==> src/rtl/mem_port_arbiter_pkg.sv <==
`default_nettype none
// ============================================================================
// Module      : mem_port_arbiter_pkg
// Description : Shared types and constants for the unified memory port
//               arbiter (state encoding, instruction width, starve default).
// Revision    : 1.0 - initial release
// ============================================================================
package mem_port_arbiter_pkg;

    // Instruction word width carried on the fetch side
    localparam int INSN_W = 32;

    // Default number of back-to-back MEM grants tolerated while IF waits
    localparam int STARVE_MAX_DEFAULT = 4;

    // Arbiter FSM encoding
    typedef enum logic [1:0] {
        ST_IDLE     = 2'd0,
        ST_IF_BUSY  = 2'd1,
        ST_MEM_BUSY = 2'd2,
        ST_IF_DROP  = 2'd3
    } arb_state_e;

    // Counter width able to hold 0..max inclusive
    function automatic int starve_cnt_width(input int max);
        return (max < 1) ? 1 : $clog2(max + 1);
    endfunction

endpackage
`default_nettype wire

==> src/rtl/mem_port_arbiter_if.sv <==
`default_nettype none
// ============================================================================
// Module      : mem_port_arbiter_if
// Description : Requester (IF / MEM stage) and memory-bus signal bundle for
//               the unified memory port arbiter. The slave modport is the
//               arbiter's view; master is the surrounding pipeline + bus.
// Revision    : 1.0 - initial release
// ============================================================================
interface mem_port_arbiter_if #(
    parameter int ADDR_W = 64,
    parameter int DATA_W = 64
);
    import mem_port_arbiter_pkg::*;

    // Instruction fetch side
    logic                   if_req;
    logic [ADDR_W-1:0]      if_addr;
    logic                   flush;
    logic [INSN_W-1:0]      if_rdata;
    logic                   if_stall;

    // Data access side
    logic                   mem_re;
    logic                   mem_we;
    logic [ADDR_W-1:0]      mem_addr;
    logic [DATA_W-1:0]      mem_wdata;
    logic [DATA_W/8-1:0]    mem_wmask;
    logic [DATA_W-1:0]      mem_rdata;
    logic                   mem_stall;

    // Shared memory bus
    logic                   bus_req;
    logic                   bus_we;
    logic [ADDR_W-1:0]      bus_addr;
    logic [DATA_W-1:0]      bus_wdata;
    logic [DATA_W/8-1:0]    bus_wmask;
    logic [DATA_W-1:0]      bus_rdata;
    logic                   bus_ack;

    modport slave (
        input  if_req, if_addr, flush,
        output if_rdata, if_stall,
        input  mem_re, mem_we, mem_addr, mem_wdata, mem_wmask,
        output mem_rdata, mem_stall,
        output bus_req, bus_we, bus_addr, bus_wdata, bus_wmask,
        input  bus_rdata, bus_ack
    );

    modport master (
        output if_req, if_addr, flush,
        input  if_rdata, if_stall,
        output mem_re, mem_we, mem_addr, mem_wdata, mem_wmask,
        input  mem_rdata, mem_stall,
        input  bus_req, bus_we, bus_addr, bus_wdata, bus_wmask,
        output bus_rdata, bus_ack
    );

endinterface
`default_nettype wire

==> src/rtl/mem_port_arbiter_starve_counter.sv <==
`default_nettype none
// ============================================================================
// Module      : mem_port_arbiter_starve_counter
// Description : Saturating count of consecutive MEM grants taken while a
//               fetch is waiting. Clear has priority over increment.
// Revision    : 1.0 - initial release
// ============================================================================
module mem_port_arbiter_starve_counter
    import mem_port_arbiter_pkg::*;
#(
    parameter int STARVE_MAX = STARVE_MAX_DEFAULT
) (
    input  wire logic clk,
    input  wire logic rst,
    input  wire logic inc_i,
    input  wire logic clr_i,
    output logic      at_max_o
);

    localparam int              C_CNT_W = starve_cnt_width(STARVE_MAX);
    localparam logic [C_CNT_W-1:0] C_CNT_MAX = C_CNT_W'(STARVE_MAX);

    logic [C_CNT_W-1:0] cnt_q;
    logic [C_CNT_W-1:0] cnt_d;

    // Next count: clear wins, otherwise count up until saturated
    always_comb begin
        cnt_d = cnt_q;
        if (clr_i) begin
            cnt_d = '0;
        end else if (inc_i && (cnt_q != C_CNT_MAX)) begin
            cnt_d = cnt_q + 1'b1;
        end
    end

    // Count register
    always_ff @(posedge clk or posedge rst) begin
        if (rst) begin
            cnt_q <= '0;
        end else begin
            cnt_q <= cnt_d;
        end
    end

    assign at_max_o = (cnt_q == C_CNT_MAX);

endmodule
`default_nettype wire

==> src/rtl/mem_port_arbiter.sv <==
`default_nettype none
// ============================================================================
// Module      : mem_port_arbiter
// Description : Shares one memory port between instruction fetch and the MEM
//               stage. MEM has fixed priority, a starvation guard forces an
//               IF grant after STARVE_MAX consecutive MEM grants, and a
//               fetch in flight during a flush is completed and discarded.
//               One outstanding bus transaction, req/ack handshake.
// Revision    : 1.0 - initial release
// ============================================================================
module mem_port_arbiter
    import mem_port_arbiter_pkg::*;
#(
    parameter int ADDR_W     = 64,
    parameter int DATA_W     = 64,
    parameter int STARVE_MAX = STARVE_MAX_DEFAULT
) (
    input  wire logic            clk,
    input  wire logic            rst,
    mem_port_arbiter_if.slave    port_io
);

    arb_state_e             state_q, state_d;
    logic                   word_sel_q, word_sel_d;
    logic                   bus_req_q, bus_req_d;
    logic                   bus_we_q, bus_we_d;
    logic [ADDR_W-1:0]      bus_addr_q, bus_addr_d;
    logic [DATA_W-1:0]      bus_wdata_q, bus_wdata_d;
    logic [DATA_W/8-1:0]    bus_wmask_q, bus_wmask_d;

    logic                   w_mem_any;
    logic                   w_if_grant;
    logic                   w_mem_grant;
    logic                   w_starve_at_max;
    logic                   w_if_done;
    logic                   w_mem_done;
    logic                   w_unused_addr_lsb;

    assign w_mem_any = port_io.mem_re | port_io.mem_we;

    // Word-aligned fetch addresses: the low two bits carry no information
    assign w_unused_addr_lsb = ^port_io.if_addr[1:0];

    // Starvation guard: counts MEM wins while IF is waiting
    mem_port_arbiter_starve_counter #(
        .STARVE_MAX (STARVE_MAX)
    ) u_starve (
        .clk      (clk),
        .rst      (rst),
        .inc_i    (w_mem_grant & port_io.if_req),
        .clr_i    (w_if_grant | ~port_io.if_req),
        .at_max_o (w_starve_at_max)
    );

    // Arbitration, next state and bus register loading
    always_comb begin
        state_d     = state_q;
        word_sel_d  = word_sel_q;
        bus_req_d   = bus_req_q;
        bus_we_d    = bus_we_q;
        bus_addr_d  = bus_addr_q;
        bus_wdata_d = bus_wdata_q;
        bus_wmask_d = bus_wmask_q;
        w_if_grant  = 1'b0;
        w_mem_grant = 1'b0;

        case (state_q)
            ST_IDLE: begin
                // A flushed fetch is never granted, even when forced
                if (w_mem_any) begin
                    if (w_starve_at_max && port_io.if_req && !port_io.flush) begin
                        w_if_grant = 1'b1;
                    end else begin
                        w_mem_grant = 1'b1;
                    end
                end else if (port_io.if_req && !port_io.flush) begin
                    w_if_grant = 1'b1;
                end

                if (w_if_grant) begin
                    state_d     = ST_IF_BUSY;
                    word_sel_d  = port_io.if_addr[2];
                    bus_req_d   = 1'b1;
                    bus_we_d    = 1'b0;
                    bus_addr_d  = {port_io.if_addr[ADDR_W-1:3], 3'b000};
                    bus_wdata_d = '0;
                    bus_wmask_d = '0;
                end else if (w_mem_grant) begin
                    state_d     = ST_MEM_BUSY;
                    bus_req_d   = 1'b1;
                    bus_we_d    = port_io.mem_we;
                    bus_addr_d  = port_io.mem_addr;
                    bus_wdata_d = port_io.mem_we ? port_io.mem_wdata : '0;
                    bus_wmask_d = port_io.mem_we ? port_io.mem_wmask : '0;
                end
            end

            ST_IF_BUSY: begin
                // The bus request cannot be withdrawn; a flush only marks
                // the returning data as stale
                if (port_io.bus_ack) begin
                    state_d = ST_IDLE;
                end else if (port_io.flush) begin
                    state_d = ST_IF_DROP;
                end
            end

            ST_IF_DROP: begin
                if (port_io.bus_ack) begin
                    state_d = ST_IDLE;
                end
            end

            ST_MEM_BUSY: begin
                if (port_io.bus_ack) begin
                    state_d = ST_IDLE;
                end
            end

            default: begin
                state_d = ST_IDLE;
            end
        endcase

        // Every transaction ends through IDLE with the bus quiet
        if ((state_q != ST_IDLE) && port_io.bus_ack) begin
            bus_req_d   = 1'b0;
            bus_we_d    = 1'b0;
            bus_addr_d  = '0;
            bus_wdata_d = '0;
            bus_wmask_d = '0;
        end
    end

    // State and bus registers; reset abandons any transfer in flight
    always_ff @(posedge clk or posedge rst) begin
        if (rst) begin
            state_q     <= ST_IDLE;
            word_sel_q  <= 1'b0;
            bus_req_q   <= 1'b0;
            bus_we_q    <= 1'b0;
            bus_addr_q  <= '0;
            bus_wdata_q <= '0;
            bus_wmask_q <= '0;
        end else begin
            state_q     <= state_d;
            word_sel_q  <= word_sel_d;
            bus_req_q   <= bus_req_d;
            bus_we_q    <= bus_we_d;
            bus_addr_q  <= bus_addr_d;
            bus_wdata_q <= bus_wdata_d;
            bus_wmask_q <= bus_wmask_d;
        end
    end

    // Completion strobes: a fetch acked under flush is not delivered
    assign w_if_done  = (state_q == ST_IF_BUSY) & port_io.bus_ack & ~port_io.flush;
    assign w_mem_done = (state_q == ST_MEM_BUSY) & port_io.bus_ack;

    assign port_io.if_stall  = port_io.if_req & ~w_if_done;
    assign port_io.mem_stall = w_mem_any & ~w_mem_done;

    assign port_io.if_rdata  = !w_if_done ? '0 :
                               word_sel_q ? port_io.bus_rdata[2*INSN_W-1:INSN_W]
                                          : port_io.bus_rdata[INSN_W-1:0];
    assign port_io.mem_rdata = w_mem_done ? port_io.bus_rdata : '0;

    assign port_io.bus_req   = bus_req_q;
    assign port_io.bus_we    = bus_we_q;
    assign port_io.bus_addr  = bus_addr_q;
    assign port_io.bus_wdata = bus_wdata_q;
    assign port_io.bus_wmask = bus_wmask_q;

endmodule
`default_nettype wire
==> src/flat_wrapper.sv <==
// flat-port wrapper written by rule: the top's interface ports become plain ports
module mem_port_arbiter_flat import mem_port_arbiter_pkg::*;
#(
    parameter int ADDR_W     = 64,
    parameter int DATA_W     = 64,
    parameter int STARVE_MAX = STARVE_MAX_DEFAULT
)
  (clk, rst, port_io_if_req, port_io_if_addr, port_io_flush, port_io_if_rdata, port_io_if_stall, port_io_mem_re, port_io_mem_we, port_io_mem_addr, port_io_mem_wdata, port_io_mem_wmask, port_io_mem_rdata, port_io_mem_stall, port_io_bus_req, port_io_bus_we, port_io_bus_addr, port_io_bus_wdata, port_io_bus_wmask, port_io_bus_rdata, port_io_bus_ack);
  mem_port_arbiter_if #(.ADDR_W(ADDR_W), .DATA_W(DATA_W)) port_io_i ();
  input  wire logic clk;
  input  wire logic rst;
  input wire logic [$bits(port_io_i.if_req)-1:0] port_io_if_req;
  input wire logic [$bits(port_io_i.if_addr)-1:0] port_io_if_addr;
  input wire logic [$bits(port_io_i.flush)-1:0] port_io_flush;
  output wire logic [$bits(port_io_i.if_rdata)-1:0] port_io_if_rdata;
  output wire logic [$bits(port_io_i.if_stall)-1:0] port_io_if_stall;
  input wire logic [$bits(port_io_i.mem_re)-1:0] port_io_mem_re;
  input wire logic [$bits(port_io_i.mem_we)-1:0] port_io_mem_we;
  input wire logic [$bits(port_io_i.mem_addr)-1:0] port_io_mem_addr;
  input wire logic [$bits(port_io_i.mem_wdata)-1:0] port_io_mem_wdata;
  input wire logic [$bits(port_io_i.mem_wmask)-1:0] port_io_mem_wmask;
  output wire logic [$bits(port_io_i.mem_rdata)-1:0] port_io_mem_rdata;
  output wire logic [$bits(port_io_i.mem_stall)-1:0] port_io_mem_stall;
  output wire logic [$bits(port_io_i.bus_req)-1:0] port_io_bus_req;
  output wire logic [$bits(port_io_i.bus_we)-1:0] port_io_bus_we;
  output wire logic [$bits(port_io_i.bus_addr)-1:0] port_io_bus_addr;
  output wire logic [$bits(port_io_i.bus_wdata)-1:0] port_io_bus_wdata;
  output wire logic [$bits(port_io_i.bus_wmask)-1:0] port_io_bus_wmask;
  input wire logic [$bits(port_io_i.bus_rdata)-1:0] port_io_bus_rdata;
  input wire logic [$bits(port_io_i.bus_ack)-1:0] port_io_bus_ack;
  assign port_io_i.if_req = port_io_if_req;
  assign port_io_i.if_addr = port_io_if_addr;
  assign port_io_i.flush = port_io_flush;
  assign port_io_if_rdata = port_io_i.if_rdata;
  assign port_io_if_stall = port_io_i.if_stall;
  assign port_io_i.mem_re = port_io_mem_re;
  assign port_io_i.mem_we = port_io_mem_we;
  assign port_io_i.mem_addr = port_io_mem_addr;
  assign port_io_i.mem_wdata = port_io_mem_wdata;
  assign port_io_i.mem_wmask = port_io_mem_wmask;
  assign port_io_mem_rdata = port_io_i.mem_rdata;
  assign port_io_mem_stall = port_io_i.mem_stall;
  assign port_io_bus_req = port_io_i.bus_req;
  assign port_io_bus_we = port_io_i.bus_we;
  assign port_io_bus_addr = port_io_i.bus_addr;
  assign port_io_bus_wdata = port_io_i.bus_wdata;
  assign port_io_bus_wmask = port_io_i.bus_wmask;
  assign port_io_i.bus_rdata = port_io_bus_rdata;
  assign port_io_i.bus_ack = port_io_bus_ack;
  mem_port_arbiter #(.ADDR_W(ADDR_W), .DATA_W(DATA_W), .STARVE_MAX(STARVE_MAX)) u_core (.clk(clk), .rst(rst), .port_io(port_io_i));
endmodule
==> config.mk <==
export PLATFORM = sky130hd
export DESIGN_NAME = mem_port_arbiter_flat
export DESIGN_NICKNAME = d
export VERILOG_FILES = /design/src/rtl/mem_port_arbiter_pkg.sv /design/src/rtl/mem_port_arbiter_if.sv /design/src/rtl/mem_port_arbiter_starve_counter.sv /design/src/rtl/mem_port_arbiter.sv /design/src/flat_wrapper.sv
export SDC_FILE = /design/constraint.sdc
export NUM_CORES = 1
export LEC_CHECK = 0
export ABC_CLOCK_PERIOD_IN_PS = 7170
export CORE_AREA = 10 10 190 192
export CTS_CLUSTER_DIAMETER = 200
export DETAILED_ROUTE_END_ITERATION = 7
export DIE_AREA = 0 0 200 202
export SETUP_SLACK_MARGIN = 0.4
export SYNTH_ARGS = -nofsm -noshare
export SYNTH_HDL_FRONTEND = slang
export SYNTH_SLANG_ARGS = --single-unit
==> constraint.sdc <==
create_clock -name clk -period 7.17 [get_ports clk]
set_clock_uncertainty 0.15 [all_clocks]
set_input_delay 1.0755 -clock clk [delete_from_list [all_inputs] [get_ports clk]]
set_output_delay 1.0755 -clock clk [all_outputs]
set_load 0.01 [all_outputs]
[Yosys cells after proc, flatten, opt, wreduce, memory -nomap -nowiden]
Index checks and enable logic that the tools add are counted.
Storage, ports and cells
  bits in registers: 144
  input port bits: 271
  output and inout bits: 236
  word-level logic and storage cells: 86
Cells by class
  add/subtract/negate cells: 1
  eq/ne operators: 8
  multiplexer cells: 42
  bitwise gates (word level): 12
  reduce and logical (&&, ||, !) cells: 15
Operators by type and width (count)
  64-bit 2-to-1 mux: 10
  32-bit 2-to-1 mux: 2
  8-bit 2-to-1 mux: 5
  1-bit 2-to-1 mux: 17
  2-bit 2-to-1 mux: 5
  3-bit inequality test (second input constant): 3
  1-bit AND: 6
  3-bit 2-to-1 mux: 2
  2-bit case mux with 3 select lines: 1
  2-bit nonzero test: 3
  1-bit logical AND: 5
  2-bit equality test (second input constant): 2
  1-bit inverter: 4
  2-bit AND reduction: 2
  3-bit by 1-bit adder with 3-bit output (second input constant): 1
  3-bit equality test (second input constant): 1
  3-bit AND reduction: 1
  3-bit nonzero test: 1
  2-bit by 1-bit equality test with 1-bit output (second input constant): 1
  2-bit logical NOT: 1
  2-bit by 1-bit inequality test with 1-bit output (second input constant): 1
  1-bit bitwise OR: 2
  2-bit OR reduction: 1
  1-bit logical NOT: 1

[Longest topological paths before layout]
Gate-level depths: netlist of the first run.
  depth in word-level cells: 11
  depth in mapped cells: 8
  gate-level depth less buffers: 6

[Hierarchy]
From an unflattened synthesis of the first run, not the netlist that was laid out.
Unflattened totals
  cells, all modules: 734
  area total of the unflattened synthesis: 7557.2 sq um
Modules (own cells, without submodules)
  mem_port_arbiter: instances 1, cells each 715, area an instance 7360.8 sq um, seq. area each 3528.4 sq um
  mem_port_arbiter_starve_counter: instances 1, cells each 19, area an instance 196.4 sq um, seq. area each 75.1 sq um

[Worst setup path after synthesis of the first run]
OpenSTA, ideal clock, no wires.
  path kind: in2out
  from: input port_io_bus_ack
  to: output port_io_mem_rdata[10]
  arrival: 1847 ps
  data required time: 5944 ps
  path slack: 4097 ps
  stages on the path: 4
  buffers on the path: 2
  cell sequence: and3_1 > clkbuf_1 > clkbuf_1 > and2_1
On the way
  word-level cells in the longest chain between the ends: 2
Ends and longest elaborated chain
  start, declared: line flat_wrapper.sv:30  | input wire logic [$bits(port_io_i.bus_ack)-1:0] port_io_bus_ack;
  1-bit AND: line mem_port_arbiter.sv:158  | assign w_mem_done = (state_q == ST_MEM_BUSY) & port_io.bus_ack;
  64-bit 2-to-1 mux: line mem_port_arbiter.sv:166  | assign port_io.mem_rdata = w_mem_done ? port_io.bus_rdata : '0;
  end, declared: line flat_wrapper.sv:22  | output wire logic [$bits(port_io_i.mem_rdata)-1:0] port_io_mem_rdata;
Every way passes these cells.

[Worst setup path after layout of the first run]
  from: input port_io_bus_ack
  to: output port_io_mem_rdata[2]
Same word-level chain as after synthesis.

==> run_results.csv, run 1 <==
group,metric,value,unit
run_status,status,"finished, final reports clean",
timing,fmax,228,MHz
clock_tree,h-tree-depth,4,
floorplanning,start_util,20.8,%
detailed_routing,drc,0,
clock_tree,clk_path_buf_depth,2,
placement,placed_area,12100,µm²
worst_setup_path,cp_num_buf_inv,3,
clock_tree,cts_resized,0,
grt,grt_start_max_net_pins,80,
synth,synth_top_area_share,53.7,%
grt,grt_pass1_wl,48400,µm
placement,dp.final_hpwl,25700,µm
grt,grt_usage,16.0,%
power_and_ir_drop,p_per_area,351,nW/µm²
detailed_routing,first_pass_iters,4,
synth,netlist_instances,606,
final_layout,fillers,3165,
floorplanning,core-area,32300,µm²
synth,ys_types,33,
timing,worst_slew_pin_slew,1.12,ns
clock_tree,post_cts_buffers,0,
final_layout,area_delta_synth_final,89.4,%
floorplanning,io-pin-count,507,
timing,min_period,4.39,ns
final_layout,nets,1355,
worst_setup_path,crit_arrival,3.17,ns
grt,grt_pass1_vias,7182,
power_and_ir_drop,leakage,5.14,nW
worst_setup_path,path_class,"input port to output port",
worst_setup_path,endpoint_kind,"output port",
min_path,hp-class,"register to register",
clock_tree,holdBufCountCts,0,
timing,fin_setup_tns,0,ns
clock_tree,worst_skew_pair.late_latency,0.42,ns
floorplanning,rows,66,
final_layout,multi_input_area,2840,µm²
timing,grt_setup_unrepaired,"no",
floorplanning,die_height,202,µm
worst_setup_path,path_cells,"clkdlybuf4s50_1, and3_1, buf_4, and2_1, clkdlybuf4s50_1",
timing,fin_crit_sh,61.2,%
floorplanning,die_width,200,µm
grt,antenna_found_initial,1,
worst_setup_path,crit_family,"buffers and inverters",
detailed_routing,dr_total_vias,6759,
detailed_routing,first_iter_violations,214,
detailed_routing,totalWireLength,33700,µm
clock_tree,clock-sinks,144,
worst_setup_path,cp-start-kind,"input port",
worst_setup_path,cpPeakStageDelay,0.61,ns
clock_tree,cts_made_buffers,17,
synth,synth.area.top_cells,"dfrtp_1 (54%), a22o_1 (9.8%), o2bb2ai_1 (8.0%)",
placement,port_buffers,504,
synth,synth_ff_type,"dfrtp_1",
final_layout,fin_area,12700,µm²
clock_tree,cts_root_buffer,"clkbuf_16",
detailed_routing,wl_per_cell,21.9,µm
clock_tree,cts_tree,"yes",
synth,synth_area,6710,µm²
floorplanning,dieArea,40400,µm²
synth,synth_top_area_cell,"dfrtp_1",
timing,slew_viol_final,0,
timing,timing.slew.headroom,25.3,%
synth,synth_edf_count,0,
grt,grt_overflow,0,
worst_setup_path,critPathRequiredTime,5.94,ns
synth,syn_nets,879,
final_layout,drive_above_1_share,5.02,%
detailed_routing,vias_per_cell,4.39,
synth,async_flop_share,100,%
worst_setup_path,crit_slowest_cell,"clkdlybuf4s50_1",
worst_setup_path,crit_top_cell,"clkdlybuf4s50_1",
timing,setup_viol,0,
placement,gp_congestion,0.808,
timing,finalHoldViolCount,0,
synth,ys_ff_latch,144,
power_and_ir_drop,peakVddDrop,202,µV
run,drv_cap,0,
detailed_routing,drtAntennaViolNets,0,
worst_setup_path,crit_fanout,65,
synth,ys_seq_area_share,53.7,%
final_layout,regArea,3600,µm²
clock_tree,cts.clk_slew.worst_paths,0.06,ns
synth,ys.warnings.count,0,
synth,syn_area_per_cell,11.1,µm²
==> synthesized netlist by cell type, types with 2 or more instances <==
cell type / instances
dfrtp_1: 144
a22o_1: 75
nor2_1: 75
and2_1: 65
o2bb2ai_1: 61
a21oi_1: 40
mux2i_1: 36
buf_2: 24
o22ai_1: 20
clkbuf_1: 19
buf_4: 13
nand2_1: 6
inv_1: 4
nand3_1: 3
and3_1: 2
ha_1: 2
==> cell families (layout without fill, tap and decap cells) <==
group           after synthesis  count (layout)  share of synthesized area, %
xor+xnor                      2               2                         0.261
mux                          37              37                          5.54
flops                       144             144                          53.7
fa+ha+maj                     2               2                         0.373
other cells                   0               1                             0
simple gates                156             156                          11.6
compound gates              205             205                          24.0
buf+inv                      60             549                          4.53
==> final timing paths <==
kind	start	to	slack, ns	cells past startpoint
worst max-delay path	port_io_bus_ack	port_io_mem_rdata[2]	2.78	5
worst min-delay path	u_core.port_io.bus_we	u_core.port_io.bus_we	0.33	1
worst max register to register	u_core.u_starve.cnt_q[0]	u_core.port_io.bus_wmask[2]	3.92	7
worst min register to register	u_core.port_io.bus_we	u_core.port_io.bus_we	0.33	1
max in group asynchronous	rst	u_core.port_io.bus_wdata[28]	4.48	3
min in group asynchronous	rst	u_core.port_io.bus_wdata[54]	0.99	2
==> where the power goes <==
group / internal (mW) / total [mW] / switching [mW] / leakage, nW
logic: 1.17 / 2.18 / 1.01 / 3.01
registers: 1.15 / 1.40 / 0.245 / 1.85
clock network: 0.476 / 0.885 / 0.410 / 0.274
total: 2.80 / 4.47 / 1.66 / 5.14
==> cell type report <==
type                       instances  share of cell area (%)
clock inverter                    13                   0.965
tap                              442                    4.35
inverter                           4                   0.157
multi-input combinational        402                    22.4
timing repair buffer             513                    40.2
antenna                            1                  0.0197
sequential                       144                    28.4
clock buffer                      19                    3.56
==> cell usage in the layout (no fill, tap or decap), types with 2 or more instances in the layout <==
master,synthesis,final
a21oi_1,40,40
a22o_1,75,75
and2_1,65,65
buf_4,13,9
clkbuf_16,0,17
clkbuf_8,0,2
clkdlybuf4s50_1,0,504
clkinv_4,0,3
clkinvlp_4,0,3
dfrtp_1,144,143
ha_1,2,2
inv_1,4,3
inv_6,0,5
inv_8,0,2
mux2i_1,36,36
nand2_1,6,6
nand3_1,3,3
nor2_1,75,75
nor2b_4,1,2
o22ai_1,20,20
o2bb2ai_1,61,61
==> through the flow <==
stage | hold WS, ns | worst slack (ns) | std cells | utilization, % | total power, mW
6_report | 0.326 | 2.78 | 1538 | 39.4 | 4.47
5_1_grt | 0.352 | 2.66 | 1538 | 39.4 | 4.74
4_1_cts | 0.332 | 2.75 | 1537 | 39.4 | 4.55
3_5_place_dp | 0.318 | 2.76 | 1505 | 37.6 | 3.62
3_3_place_gp | 0.310 | 2.76 | 1505 | 37.6 | 3.62
2_1_floorplan | 0.358 | 2.08 | 606 | - | 2.36
==> state kept, by name, indices dropped and copies added (netlist names) <==
register,count
u_core.port_io.bus_we,1
u_core.word_sel_q,1
u_core.port_io.bus_wdata,64
u_core.port_io.bus_req,1
u_core.u_starve.cnt_q,3
u_core.port_io.bus_addr,64
u_core.port_io.bus_wmask,8
u_core.state_q,2
==> layer usage <==
layer | routed length (µm) | up-vias | share of wire [%] | GRT usage, %
met5 | 0 | - | 0 | 0
met4 | 653 | 0 | 1.9 | 4.87
met3 | 3770 | 25 | 11 | 7.26
met2 | 16300 | 330 | 48 | 27.1
met1 | 12900 | 3237 | 38 | 17.3
li1 | - | 3167 | - | -
Note: power is estimated with default switching activity, not from simulation.
==> inputs of run 2 (changes only) <==
--- a/config.mk
+++ b/config.mk
@@ -5,11 +5,11 @@
 export SDC_FILE = /design/constraint.sdc
 export NUM_CORES = 1
 export LEC_CHECK = 0
-export ABC_CLOCK_PERIOD_IN_PS = 7170
-export CORE_AREA = 10 10 190 192
+export ABC_CLOCK_PERIOD_IN_PS = 4100
+export CORE_AREA = 10 10 189 191
 export CTS_CLUSTER_DIAMETER = 200
 export DETAILED_ROUTE_END_ITERATION = 7
-export DIE_AREA = 0 0 200 202
+export DIE_AREA = 0 0 199 201
 export SETUP_SLACK_MARGIN = 0.4
 export SYNTH_ARGS = -nofsm -noshare
 export SYNTH_HDL_FRONTEND = slang
==> constraint.sdc (replaced) <==
create_clock -name clk -period 4.1 [get_ports clk]
set_clock_uncertainty 0.15 [all_clocks]
set_input_delay 0.615 -clock clk [delete_from_list [all_inputs] [get_ports clk]]
set_output_delay 0.615 -clock clk [all_outputs]
set_load 0.01 [all_outputs]
==> run 2 against run 1 <==
First-iteration DRC count grew 18%. Non-clock buffer count up 13. Via count grew 1.8%. Largest power group unchanged. Combinational power rose by 84%. Critical endpoint is now port_io_mem_rdata[19]. Cell count down 1.4%. Highest routed layer unchanged. Design area is 1.4% higher.
==> run_results.csv, run 2 (same netlist as run 1, synthesis figures left out) <==
group,metric,value,unit
run,drv_cap,0,
detailed_routing,first_pass_iters,4,
worst_setup_path,path_cells,"clkdlybuf4s50_1, and3_2, buf_4, and2_1, clkdlybuf4s50_1",
run_status,status,"finished, final reports clean",
power_and_ir_drop,combPwrFrac,50.0,%
clock_tree,cts_made_buffers,17,
placement,dp.final_hpwl,27600,µm
final_layout,fin_area,12900,µm²
detailed_routing,vias_per_cell,4.54,
worst_setup_path,path_class,"input port to output port",
worst_setup_path,cp-start-kind,"input port",
timing,holdWs,0.334,ns
clock_tree,h-tree-depth,4,
worst_setup_path,crit_fanout,25,
clock_tree,holdBufCountCts,0,
min_path,hp-class,"register to register",
power_and_ir_drop,p_per_area,622,nW/µm²
grt,grt_start_max_net_pins,49,
timing,grt_setup_unrepaired,"no",
timing,slew_viol_final,0,
timing,min_period,3.50,ns
clock_tree,post_cts_buffers,0,
floorplanning,start_util,20.9,%
worst_setup_path,endpoint_kind,"output port",
timing,worst_slew_pin_slew,0.918,ns
timing,finalHoldViolCount,0,
timing,setup_viol,0,
placement,placed_area,12300,µm²
final_layout,layout_commonest_cell,"clkdlybuf4s50_1",
final_layout,drive_above_1_share,6.14,%
clock_tree,worst_skew_pair.late_latency,0.43,ns
power_and_ir_drop,internal-power,5.12,mW
clock_tree,clk_path_buf_depth,2,
detailed_routing,drc,0,
grt,grt_pass1_wl,50100,µm
timing,fmax,285,MHz
grt,grt_pass1_vias,7392,
power_and_ir_drop,peakVddDrop,318,µV
floorplanning,dieArea,40000,µm²
detailed_routing,drtAntennaViolNets,0,
worst_setup_path,crit_top_cell,"clkdlybuf4s50_1",
placement,port_buffers,504,
worst_setup_path,crit_slowest_cell,"clkdlybuf4s50_1",
worst_setup_path,cpPeakStageDelay,0.61,ns
grt,grt_usage,16.7,%
detailed_routing,first_iter_violations,253,
floorplanning,core-area,32000,µm²
placement,gp_congestion,0.899,
timing,timing.slew.headroom,38.7,%
clock_tree,cts_root_buffer,"clkbuf_16",
grt,antenna_found_initial,1,
floorplanning,io-pin-count,507,
timing,fin_crit_sh,85.5,%
floorplanning,die_width,199,µm
power_and_ir_drop,p_clk_share,20.0,%
power_and_ir_drop,leakage,5.24,nW
detailed_routing,totalWireLength,34700,µm
clock_tree,cts_tree,"yes",
worst_setup_path,critPathRequiredTime,3.34,ns
detailed_routing,wl_per_cell,22.8,µm
clock_tree,cts_resized,0,
final_layout,final_cell_mix,"clkdlybuf4s50_1 (504), dfrtp_1 (143), a22o_1 (75), nor2_1 (75), and2_1 (65)",
detailed_routing,dr_total_vias,6882,
floorplanning,die_height,201,µm
final_layout,nets,1368,
timing,fin_setup_tns,0,ns
clock_tree,cts.clk_slew.worst_paths,0.06,ns
power_and_ir_drop,p_sw_share,36.1,%
floorplanning,rows,66,
worst_setup_path,crit_arrival,2.74,ns
clock_tree,clock-sinks,144,
grt,grt_overflow,0,
power_and_ir_drop,p_seq_share,30.0,%
final_layout,area_delta_synth_final,92.0,%
power_and_ir_drop,p_switching,2.90,mW
-- run 2: changes by cell type in the layout (fill, tap and decap cells not counted), sizes merged --
cell and change:
buf +13, bufinv +2, inv -3, clkbuf +1
-- run 2: worst max-delay path, delay by kind of cell --
family | cells | cell delay [ns]
buffers and inverters | 3 | 1.49
and+or+nand+nor | 2 | 0.61
-- run 2: final cells by class --
type,count,area [µm²]
Sequential cell,144,3600
Antenna cell,1,2.50
Fill cell,3110,19200
Clock buffer,20,457
Timing Repair Buffer,526,5300
Tap cell,408,510
Inverter,4,18.8
Multi-Input combinational cell,402,2850
Clock inverter,12,150
-- run 2: power groups by stage --
stage	combinational [mW]	clock [mW]	sequential [mW]
6_report	4.01	1.61	2.41
5_1_grt	4.29	1.72	2.49
4_1_cts	4.10	1.66	2.41
3_5_place_dp	4.09	0	2.41
3_3_place_gp	4.06	0	2.40
2_1_floorplan	1.50	0	2.62
-- run 2: metal layers --
metal / vias up / track usage [%] / share of wire [%]
met3: 17 / 7.66 / 11
met5: - / 0 / 0
met4: 0 / 4.01 / 1.3
li1: 3184 / - / -
met2: 328 / 29.4 / 51
met1: 3353 / 17.5 / 37
-- run 2: stage by stage --
| step | power [mW] | utilization (%) | setup slack [ns] | cells |
|---|---|---|---|---|
| global route | 8.50 | 40.2 | 0.508 | 1517 |
| floorplan | 4.12 | - | 1.53 | 606 |
| CTS | 8.17 | 40.2 | 0.604 | 1516 |
| finish | 8.02 | 40.2 | 0.595 | 1517 |
| detailed placement | 6.50 | 38.3 | 0.610 | 1484 |
| global placement | 6.46 | 38.3 | 0.630 | 1484 |
-- run 2: path summary, 6_finish.rpt --
path | startpoint | endpoint | slack (ns) | depth (start not counted)
max | port_io_bus_ack | port_io_mem_rdata[19] | 0.60 | 5
max reg2reg | u_core.u_starve.cnt_q[0] | u_core.port_io.bus_wdata[8] | 1.65 | 7
min in group asynchronous | rst | u_core.port_io.bus_wdata[54] | 0.57 | 2
min | u_core.port_io.bus_addr[51] | u_core.port_io.bus_addr[51] | 0.33 | 1
max in group asynchronous | rst | u_core.port_io.bus_addr[11] | 2.43 | 3
min reg2reg | u_core.port_io.bus_addr[51] | u_core.port_io.bus_addr[51] | 0.33 | 1
